--- src/rtl/count_step_ctrl.sv ---
// count_step_ctrl: debounced/auto-ticked 0..MOD-1 up/down counter with hold, wrap flag and 7-segment decode
module count_step_ctrl #(
  parameter int DEBOUNCE_CYCLES = 1_000_000,
  parameter int TICK_CYCLES = 50_000_000,
  parameter int MOD = 8
) (
  input  logic        CLOCK_50,
  input  logic [17:0] SW,
  input  logic [3:0]  V_BT,
  output logic [0:6]  HEX4,
  output logic [1:0]  LEDG
);
  localparam int DW = $clog2(DEBOUNCE_CYCLES + 1);
  localparam int PW = $clog2(TICK_CYCLES + 1);
  localparam logic [DW-1:0] D_LAST = DW'(DEBOUNCE_CYCLES - 1);
  localparam logic [PW-1:0] P_LAST = PW'(TICK_CYCLES - 1);
  localparam logic [3:0] LAST = 4'(MOD - 1);
  typedef enum logic [1:0] {IDLE, ARM, PRESSED, RELEASE} state_t;
  logic rst, auto_m, down, hold;
  logic meta_q, meta_d, btn_s_q, btn_s_d;
  state_t state_q, state_d;
  logic [DW-1:0] dcnt_q, dcnt_d;
  logic [PW-1:0] pcnt_q, pcnt_d;
  logic [3:0] count_q, count_d;
  logic wrap_q, wrap_d;
  logic press_pulse, tick, step, at_end;
  logic unused_ok;
  assign rst = SW[17];
  assign auto_m = SW[16];
  assign down = SW[15];
  assign hold = SW[14];
  assign unused_ok = ^{SW[13:0], V_BT[2:0]};
  always_comb begin
    meta_d = V_BT[3];
    btn_s_d = meta_q;
    state_d = state_q;
    unique case (state_q)
      IDLE:    state_d = btn_s_q ? ARM : IDLE;
      ARM:     state_d = !btn_s_q ? IDLE : (dcnt_q == D_LAST ? PRESSED : ARM);
      PRESSED: state_d = btn_s_q ? PRESSED : RELEASE;
      RELEASE: state_d = btn_s_q ? PRESSED : (dcnt_q == D_LAST ? IDLE : RELEASE);
      default: state_d = IDLE;
    endcase
    press_pulse = state_q == ARM && state_d == PRESSED;
    dcnt_d = state_d != state_q ? '0 : (dcnt_q == D_LAST ? dcnt_q : dcnt_q + 1'b1);
    tick = auto_m && !hold && pcnt_q == P_LAST;
    pcnt_d = !auto_m ? '0 : hold ? pcnt_q : tick ? '0 : pcnt_q + 1'b1;
    step = hold ? 1'b0 : (auto_m ? tick : press_pulse);
    at_end = down ? count_q == 4'd0 : count_q == LAST;
    count_d = !step ? count_q : down ? (at_end ? LAST : count_q - 4'd1) : (at_end ? 4'd0 : count_q + 4'd1);
    wrap_d = step ? at_end : wrap_q;
  end
  always_ff @(posedge CLOCK_50) begin
    if (rst) begin
      meta_q <= 1'b0;
      btn_s_q <= 1'b0;
      state_q <= IDLE;
      dcnt_q <= '0;
      pcnt_q <= '0;
      count_q <= 4'd0;
      wrap_q <= 1'b0;
    end else begin
      meta_q <= meta_d;
      btn_s_q <= btn_s_d;
      state_q <= state_d;
      dcnt_q <= dcnt_d;
      pcnt_q <= pcnt_d;
      count_q <= count_d;
      wrap_q <= wrap_d;
    end
  end
  always_comb begin
    HEX4 = 7'b1111111;
    case (count_q)
      4'd0: HEX4 = 7'b0000001;
      4'd1: HEX4 = 7'b1001111;
      4'd2: HEX4 = 7'b0010010;
      4'd3: HEX4 = 7'b0000110;
      4'd4: HEX4 = 7'b1001100;
      4'd5: HEX4 = 7'b0100100;
      4'd6: HEX4 = 7'b0100000;
      4'd7: HEX4 = 7'b0001111;
      4'd8: HEX4 = 7'b0000000;
      4'd9: HEX4 = 7'b0000100;
      default: HEX4 = 7'b1111111;
    endcase
  end
  assign LEDG = {wrap_q, state_q == PRESSED || state_q == RELEASE};
endmodule

--- config.mk ---
export PLATFORM = sky130hd
export DESIGN_NAME = count_step_ctrl
export DESIGN_NICKNAME = d
export VERILOG_FILES = /design/src/rtl/count_step_ctrl.sv
export SDC_FILE = /design/constraint.sdc
export NUM_CORES = 1
export LEC_CHECK = 0
export BUFFER_PORTS_ARGS = -buffer_cell sky130_fd_sc_hd__buf_2
export CAP_MARGIN = 20
export CORE_MARGIN = 1.5
export CORE_UTILIZATION = 61
export CTS_BUF_LIST = sky130_fd_sc_hd__clkbuf_8
export CTS_CLUSTER_DIAMETER = 80
export DETAILED_ROUTE_END_ITERATION = 16
export PLACE_DENSITY = 0.92
export SKIP_CTS_REPAIR_TIMING = 1
export SLEW_MARGIN = 5
export SYNTH_ARGS = -nofsm -noshare
export SYNTH_HDL_FRONTEND = slang
export SYNTH_SLANG_ARGS = --single-unit
--- constraint.sdc ---
create_clock -name CLOCK_50 -period 3.1 [get_ports CLOCK_50]
set_input_delay 0.31 -clock CLOCK_50 [delete_from_list [all_inputs] [get_ports CLOCK_50]]
set_output_delay 0.31 -clock CLOCK_50 [all_outputs]
set_load 0.01 [all_outputs]
## Yosys cells after proc, flatten, opt, wreduce, memory -nomap -nowiden

Memory sizes are Yosys's and may differ from the RTL's. A register that Yosys moved wholly into a read port is not among the register bits.
Cells that the tools add are included.

| word-level totals | value |
|---|---|
| register bits | 55 |
| ROM bits | 112 |
| memories kept | 1 |
| output and inout port bits | 9 |
| word-level logic and storage cells | 46 |

Memories:

| name | depth | width | read ports | clocked after Yosys merged registers in | wr ports | RTL line | source |
|---|---|---|---|---|---|---|---|
| (no name shown) | 16 | 7 | 1 | 1 | 0 | 74 | `case (count_q)` |

| operators by class | value |
|---|---|
| reductions and logical operators | 9 |
| multiplexer cells | 16 |
| bitwise gates (word level) | 1 |
| equality and inequality tests | 8 |
| add/subtract/negate cells | 4 |

Operators with widths:

| operator | number |
|---|---|
| $add A26 B1 Y26 const B | 1 |
| $eq A26 B26 Y1 const B | 1 |
| $mux W26 | 1 |
| $add A20 B1 Y20 const B | 1 |
| $eq A20 B20 Y1 const B | 1 |
| $mux W4 | 5 |
| $mux W2 | 4 |
| $pmux W2 S4 | 1 |
| $eq A2 B2 Y1 const B | 3 |
| $mux W1 | 5 |
| $add A4 B1 Y4 const B | 1 |
| $eq A4 B3 Y1 const B | 1 |
| $logic_not A4 Y1 | 1 |
| $reduce_or A2 Y1 | 2 |
| $sub A4 B1 Y4 const B | 1 |
| $logic_and A1 B1 Y1 | 3 |
| $eq A2 B1 Y1 const B | 1 |
| $logic_not A2 Y1 | 1 |
| $ne A2 B2 Y1 | 1 |
| $logic_not A1 Y1 | 1 |
| $logic_or A1 B1 Y1 | 1 |
| $not A1 Y1 | 1 |

## Logic depth before layout (Yosys ltp)

Gate-level depths: netlist of run 1.

| logic depth | value |
|---|---|
| word-level depth | 10 |
| depth in mapped cells | 12 |

## Least setup slack after synthesis of run 1

Ideal clock, no wire load.

| timing path | value |
|---|---|
| kind | register -> register |
| from | reg pcnt_q[0] |
| to | reg HEX4[6] (netlist name) |
| setup time | 0.120 ns |
| clock period less this slack | 2.345 ns |
| buffers on the path | 1 |
| stages on the path, launching flop included | 12 |
| path slack | 0.755 ns |
| required time | 2.980 ns |
| data arrival time | 2.226 ns |
| path through | dfxtp_1 -> ha_1 -> and3_2 -> nand4_4 -> o22ai_4 -> buf_6 -> nor2_1 -> a21oi_1 -> nor2_1 -> ha_1 -> o2111a_1 -> a211o_1 |

| on the way | value |
|---|---|
| word-level cells in the longest chain between the ends | 6 |

Ends and longest elaborated chain:

| item | RTL line | source |
|---|---|---|
| from (decl) | 23 | `logic [PW-1:0] pcnt_q, pcnt_d;` |
| from (signal assigned) | 67 | `pcnt_q <= pcnt_d;` |
| $eq A26 B26 Y1 | 46 | `tick = auto_m && !hold && pcnt_q == P_LAST;` |
| $logic_and A1 B1 Y1 | 46 |  |
| $mux W1 (2 in series) | 48 | `step = hold ? 1'b0 : (auto_m ? tick : press_pulse);` |
| $mux W4 (no line) (2 in series) | - |  |

Every way passes these cells.
A chain may end at the register's enable or synchronous reset.

## Worst setup path in the final report of run 1

| timing path | value |
|---|---|
| from | reg pcnt_q[0] |
| to | reg HEX4[6] (netlist name) |

| on the way | value |
|---|---|
| word-level cells in the longest chain between the ends | 6 |

Ends and longest elaborated chain:

| item | RTL line |
|---|---|
| $eq A26 B26 Y1 | 46 |
| $logic_and A1 B1 Y1 | 46 |
| $mux W1 (2 in series) | 48 |
| $mux W4 (no line) (2 in series) | - |

Every way passes these cells.

==> results of run 1 <==
power groups by stage:
stage / clock (mW) / combinational (mW) / sequential (mW)
2_1_floorplan: 0 / 0.0322 / 0.824
5_1_grt: 0.807 / 0.0490 / 0.808
4_1_cts: 0.771 / 0.0444 / 0.808
6_report: 0.768 / 0.0441 / 0.808
3_3_place_gp: 0 / 0.0408 / 0.825
3_5_place_dp: 0 / 0.0428 / 0.826
final cells by class:
type                            count  area share
Timing Repair Buffer               16      0.0249
Inverter                            7     0.00770
Clock inverter                      6      0.0227
Sequential cell                    62       0.364
Clock buffer                       10      0.0403
Tap cell                           67      0.0246
Multi-Input combinational cell    259       0.516
through the flow:
step	hold WS [ns]	instance area, µm²	std cells	power (mW)	worst slack (ns)
final	0.174	3410	427	1.62	0.501
after global routing	0.189	3410	427	1.66	0.357
after CTS	0.170	3410	427	1.62	0.505
after detailed placement	0.433	3200	411	0.868	0.478
after global placement	0.417	3200	411	0.866	0.537
after floorplan	0.414	3140	346	0.856	0.755
layer usage:
| layer | up-vias | global-route usage | wire (µm) | share of wire |
|---|---|---|---|---|
| li1 | 1205 | - | - | - |
| met1 | 1172 | 0.302 | 2690 | 0.45 |
| met2 | 52 | 0.380 | 2870 | 0.48 |
| met3 | 20 | 0.0830 | 295 | 0.049 |
| met4 | 0 | 0.107 | 161 | 0.027 |
| met5 | - | 0 | 0 | 0 |
critical path: stages (launching register included):
cell and delay (ns):
dfxtp_1 0.40, ha_1 0.23, and3_2 0.26, nand4_4 0.12, o22ai_4 0.28, a211o_1 0.33
inv_1 0.12, ha_1 0.22, o2111a_1 0.26, a211o_1 0.26
how the worst max path moves through the flow:
stage	slack [ns]	endpoint
6_report	0.50	HEX4[6]$_DFF_P_
5_1_grt	0.36	HEX4[6]$_DFF_P_
4_1_cts	0.51	HEX4[6]$_DFF_P_
3_5_place_dp	0.48	HEX4[6]$_DFF_P_
3_3_place_gp	0.54	HEX4[6]$_DFF_P_
2_1_floorplan	0.75	HEX4[6]$_DFF_P_
cell usage in the layout (no fill, tap or decap), types with 3 or more instances in the layout:
cell type and instances:
inv_1 9, o21ai_0 3, xnor2_1 14, and2_1 3, nor2b_1 5, nor4b_1 6
nand4_1 14, and3_2 3, xor2_1 29, clkbuf_8 10, buf_2 14, dfxtp_1 62
a21oi_1 8, ha_1 10, and4_1 3, nor2_1 64, and3_1 5, a2bb2oi_1 3
nand2_1 22, mux2i_1 3, nand2b_1 4, nor3_1 4, nand3_1 16
logic make-up after synthesis:
group | share of synthesized area
AND/OR/NAND/NOR | 0.306
AO/OA/AOI/OAI | 0.0780
flip-flops | 0.395
multiplexers | 0.0167
adder cells (fa/ha/maj) | 0.0398
XOR/XNOR | 0.120
buffers and inverters | 0.0454
registers in the layout (all words and copies together), names as in the netlist:
name and cells:
HEX4 7, state_q 2, btn_s_d 1, wrap_q 1, pcnt_q 26, dcnt_q 20, btn_s_q 1, count_q 4
==> out/results.tsv, run 1 <==
stage	metric	value	unit
status	outcome	complete, no violations	
sta	fmax	385	MHz
synth	synth_top_area_cell	dfxtp_1	
worst_setup_path	endpoint_kind	flip-flop	
sta	drv_slew	0	
drt	dr.pass1.iters	4	
worst_setup_path	ff2ff_setup_slack	0.50	ns
drt	vias_per_cell	5.74	
power	p_int	1.28	mW
clock_tree	root_buffer	clkbuf_8	
sta	tns	0	ns
clock_tree	clk_path_buf_depth	2	
floorplanning	die_h	74.8	µm
floorplanning	coreArea	4850	µm²
sta	hold_viol_final	0	
synth	yosysUniqueCellTypes	59	
clock_tree	clock_sinks	62	
floorplanning	dieArea	5590	µm²
power	p_leak	1.30	nW
sta	finalCriticalPeriod	2.60	ns
min_path	holdCritPathClass	input pin to flip-flop	
worst_setup_path	cp_max_fo	8	
layout	nets	388	
worst_setup_path	worst_ep_arrival_time	2.83	ns
sta	fin_crit_sh	0.838	
synth	synth-seq-area-share	0.395	
worst_setup_path	startpoint_type	flip-flop	
synth	synth.most_common_cell	nor2_1	
drt	wirelength	6.02	mm
sta	setup_viol	0	
layout	seqCellArea	1240	µm²
synth	ys_ff_latch	62	
power	clock_power_share	0.474	
sta	worst_pin_slew	0.518	ns
synth	ys.flop_type	dfxtp_1	
layout	n_fill_cell	353	
floorplanning	io_pins	32	
drt	first_iter_violations	123	
power	netSwitchingPower	337	µW
synth	synth_edf_count	0	
synth	synth_common_cells	nor2_1, dfxtp_1, xor2_1	
layout	diodes	0	
layout	drive_gt1_frac	0.144	
clock_tree	cts.clk_slew.worst_paths	0.06	ns
min_path	hold_start	V_BT[3]	
synth	syn_area	3140	µm²
floorplanning	fp-row-count	25	
synth	synthArstFlopShare	0	
sta	skew	0.00730	ns
layout	syn_to_final_growth	8.52	%
power	seq_power_share	0.499	
worst_setup_path	reg2reg_to	HEX4[6]$_DFF_P_	
sta	rsz0062_at_grt	false	
global_route	grt_antenna_before_repair	0	
power	netSwitchingFraction	0.208	
layout	multi_input_area	1760	µm²
global_route	grt_start_max_net_pins	27	
global_route	overflow	0	
global_route	grt_pass1_vias	2341	
floorplanning	start_util	0.649	
clock_tree	insertion_delay	0.34	ns
worst_setup_path	critPathKind	flip-flop to flip-flop	
power	power_per_cell_area	475	nW/µm²
min_path	holdPathEnd	btn_s_d$_SDFF_PP0_	
clock_tree	cts_tree	built	
clock_tree	h-tree-depth	3	
synth	syn_area_per_cell	9.09	µm²
global_route	grt_pass1_wl	10.3	mm
drt	dr_total_vias	2449	
sta	slew_headroom	0.655	
drt	wl_per_cell	14.1	µm
min_path	min_path_cells	2	
synth	yosys_warnings	0	
synth	yosys-top-cells-area	dfxtp_1, xor2_1, nor2_1	
drt	ant_nets	0	
power	p_comb_frac	0.027	
drt	post-route-drc-count	0	
synth	synth_top_area_frac	0.395	
synth	syn-num-nets	379	
worst_setup_path	crit_path_start	pcnt_q[0]$_SDFFE_PP0N_	
floorplanning	dieWidth	74.8	µm
run	maxCapViolCount	0	
layout	final_util	0.704	
clock_tree	numCtsBuffers	9	
synth	syn_inst	346	
global_route	track_usage	0.242	
worst_setup_path	ff2ff_path_depth	9	
power	peakVddDrop	0.000340	V
placement	hpwl	4.09	mm
worst_setup_path	critPathRequiredTime	3.33	ns
worst_setup_path	r2r-start	pcnt_q[0]$_SDFFE_PP0N_	
placement	gp_congestion	0.832	
placement	port-buffer-count	14	
(Power assumes the default switching activity.)
==> run 2: changes to the inputs <==
--- a/config.mk
+++ b/config.mk
@@ -8,11 +8,11 @@
 export BUFFER_PORTS_ARGS = -buffer_cell sky130_fd_sc_hd__buf_2
 export CAP_MARGIN = 20
 export CORE_MARGIN = 1.5
-export CORE_UTILIZATION = 61
+export CORE_UTILIZATION = 55
 export CTS_BUF_LIST = sky130_fd_sc_hd__clkbuf_8
 export CTS_CLUSTER_DIAMETER = 80
 export DETAILED_ROUTE_END_ITERATION = 16
-export PLACE_DENSITY = 0.92
+export PLACE_DENSITY = 0.88
 export SKIP_CTS_REPAIR_TIMING = 1
 export SLEW_MARGIN = 5
 export SYNTH_ARGS = -nofsm -noshare
==> constraint.sdc (replaced) <==
create_clock -name CLOCK_50 -period 2.2 [get_ports CLOCK_50]
set_input_delay 0.22 -clock CLOCK_50 [delete_from_list [all_inputs] [get_ports CLOCK_50]]
set_output_delay 0.22 -clock CLOCK_50 [all_outputs]
set_load 0.01 [all_outputs]
==> run 2 against run 1 <==
The run now ends with negative setup slack left. Clock power up 27%. Clock-buffer cell count is 1 lower. Sequential share of layout area down 4.8 points. Cell area is 16% higher. Sequential cell count is the same. Clock skew increased by 0.0015 ns. Hold slack got worse by 0.078 ns. Cell count up 14%. Sequential power grew 41%. Maximum frequency increased by 14%. Largest cell class unchanged. Highest routed layer unchanged.
==> out/results.tsv, run 2 (synthesis gave the netlist of run 1 again) <==
stage	metric	value	unit	change
drt	wirelength	7.34	mm	+22%
drt	first_iter_violations	196		+59%
global_route	grt_pass1_vias	2696		+15%
run	maxCapViolCount	0		unchanged
floorplanning	dieArea	6180	µm²	+10%
floorplanning	start_util	0.571		-0.0775
sta	tns	-0.297	ns	-0.297 ns
clock_tree	numCtsBuffers	9		unchanged
layout	syn_to_final_growth	26.1	%	
placement	port-buffer-count	14		unchanged
layout	most-common-layout-cells	nor2_1, dfxtp_1, buf_4		
placement	post-place-ws	-0.0862	ns	-0.564 ns
sta	fmax	439	MHz	+14%
sta	setup_viol	6		+6
sta	finalCriticalPeriod	2.28	ns	-0.321 ns
layout	nets	441		+14%
layout	final_common_cell	nor2_1		
drt	ant_nets	0		unchanged
sta	fin_ws	-0.0779	ns	-0.579 ns
power	p_leak	1.58	nW	+21%
global_route	grt_antenna_before_repair	0		unchanged
power	power_per_cell_area	552	nW/µm²	+16%
global_route	grt_start_max_net_pins	27		unchanged
global_route	track_usage	0.243		+0.00156
sta	rsz0062_at_grt	true		
worst_setup_path	startpoint_type	flip-flop		
worst_setup_path	worst_path_max_delay_cell	o22ai_4		
sta	worst_pin_slew	0.592	ns	+0.0746 ns
floorplanning	dieWidth	78.6	µm	+5.1%
floorplanning	die_h	78.6	µm	+5.1%
layout	top_register	pcnt_q		
clock_tree	h-tree-depth	3		unchanged
sta	fin_crit_sh	1.04		+0.197
status	outcome	finished, violations left		
clock_tree	clk_path_buf_depth	2		unchanged
layout	n_fill_cell	371		+5.1%
global_route	use_met3	0.0419		-0.0411
global_route	grt_pass1_wl	11.7	mm	+14%
placement	hpwl	4.65	mm	+14%
worst_setup_path	endpoint_kind	flip-flop		
worst_setup_path	cp_top_family	compound AO/OA/AOI/OAI gates		
layout	multi_input_area	1910	µm²	+8.6%
layout	final_util	0.720		+0.0165
clock_tree	root_buffer	clkbuf_8		
status	violations	negative setup slack		
worst_setup_path	critPathRequiredTime	2.43	ns	-0.90 ns
drt	dr.pass1.iters	4		unchanged
global_route	overflow	0		unchanged
layout	diodes	0		unchanged
clock_tree	cts.clk_slew.worst_paths	0.07	ns	about the same
worst_setup_path	critPathMaxStageDelay	0.36	ns	-0.04 ns
placement	dp_cells	463		+13%
clock_tree	insertion_delay	0.34	ns	about the same
floorplanning	coreArea	5510	µm²	+14%
worst_setup_path	cp_max_fo	8		unchanged
worst_setup_path	path_buf_inv	0		-1
floorplanning	io_pins	32		unchanged
worst_setup_path	worst_ep_arrival_time	2.51	ns	-0.32 ns
min_path	min_path_cells	2		unchanged
drt	dr_total_vias	2663		+8.7%
sta	skew	0.00883	ns	+0.00153 ns
layout	drive_gt1_frac	0.320		+0.175
worst_setup_path	ff2ff_path_depth	10		+1
clock_tree	cts_tree	built		
sta	hold_viol_final	0		unchanged
sta	drv_slew	0		unchanged
clock_tree	clock_sinks	62		unchanged
global_route	met2_usage	0.446		+0.0657
worst_setup_path	path_depth	10		+1
layout	largest_reg_flops	26		unchanged
drt	vias_per_cell	5.49		-4.3%
min_path	holdCritPathClass	input pin to flip-flop		
layout	finalNonFillerCells	485		+14%
worst_setup_path	critPathKind	flip-flop to flip-flop		
layout	seqCellArea	1250	µm²	+0.81%
sta	slew_headroom	0.600		-0.0553
drt	wl_per_cell	15.1	µm	+7.4%
power	peakVddDrop	0.000481	V	+41%
worst_setup_path	path_cells	ha_2 -> and2_2 -> nand4_1 -> o22ai_4 -> nor2_2 -> a21oi_2 -> nor2_4 -> ha_4 -> o2111a_1 -> a211o_1		
global_route	met1_usage	0.266		-0.0361
global_route	grt.busiest_layer	met2		
placement	gp_congestion	0.816		-2.0%
floorplanning	fp-row-count	27		+8.0%
drt	post-route-drc-count	0		unchanged
## run 2: changes by cell type in the layout (fill, tap and decap cells not counted), moves of 3 or more
cell / before / now
buf_4: 2 / 49
dfxtp_1: 62 / 56
dfxtp_2: 0 / 5
buf_6: 0 / 3
ha_2: 0 / 5
ha_1: 10 / 3
## run 2: worst register-to-register path: stages, from the launching register on
cell      delay (ns)
dfxtp_2         0.35
ha_2            0.18
and2_2          0.16
nand4_1         0.13
o22ai_4         0.36
nor2_2          0.09
a21oi_2         0.20
nor2_4          0.08
ha_4            0.18
o2111a_1        0.22
a211o_1         0.22
## run 2: area by class of cell
type | instances | area share
multi-input cells | 260 | 0.482
repair buffers | 68 | 0.125
flip-flops and latches | 62 | 0.315
inverters | 7 | 0.00662
clock inverters | 7 | 0.0167
well taps | 72 | 0.0227
clock buffers | 9 | 0.0312
## run 2: report_power, final
part           switching, mW  internal (mW)  total (mW)
Combinational         0.0507         0.0319      0.0826
Sequential           0.00555           1.13        1.14
Clock                  0.456          0.516       0.972
## run 2: path summary, 6_finish.rpt
kind / from / endpoint / slack, ns
max: dcnt_q[1]$_SDFFE_PP0P_ / HEX4[6]$_DFF_P_ / -0.08
min reg2reg: btn_s_d$_SDFF_PP0_ / btn_s_q$_SDFF_PP0_ / 0.48
min: V_BT[3] / btn_s_d$_SDFF_PP0_ / 0.1
max reg2reg: dcnt_q[1]$_SDFFE_PP0P_ / HEX4[6]$_DFF_P_ / -0.08
## run 2: routing by layer
metal | share of wire | vias up
met5 | 0 | -
met4 | 0.021 | 0
met3 | 0.038 | 14
met2 | 0.53 | 69
met1 | 0.41 | 1264
li1 | - | 1316
## run 2: metrics by stage
step / power, mW / hold WS [ns] / area [µm²]
floorplan: 1.21 / 0.348 / 3180
global placement: 1.23 / 0.419 / 3590
detailed placement: 1.24 / 0.449 / 3590
CTS: 2.20 / 0.0890 / 3780
global route: 2.25 / 0.0998 / 3970
finish: 2.19 / 0.0962 / 3970
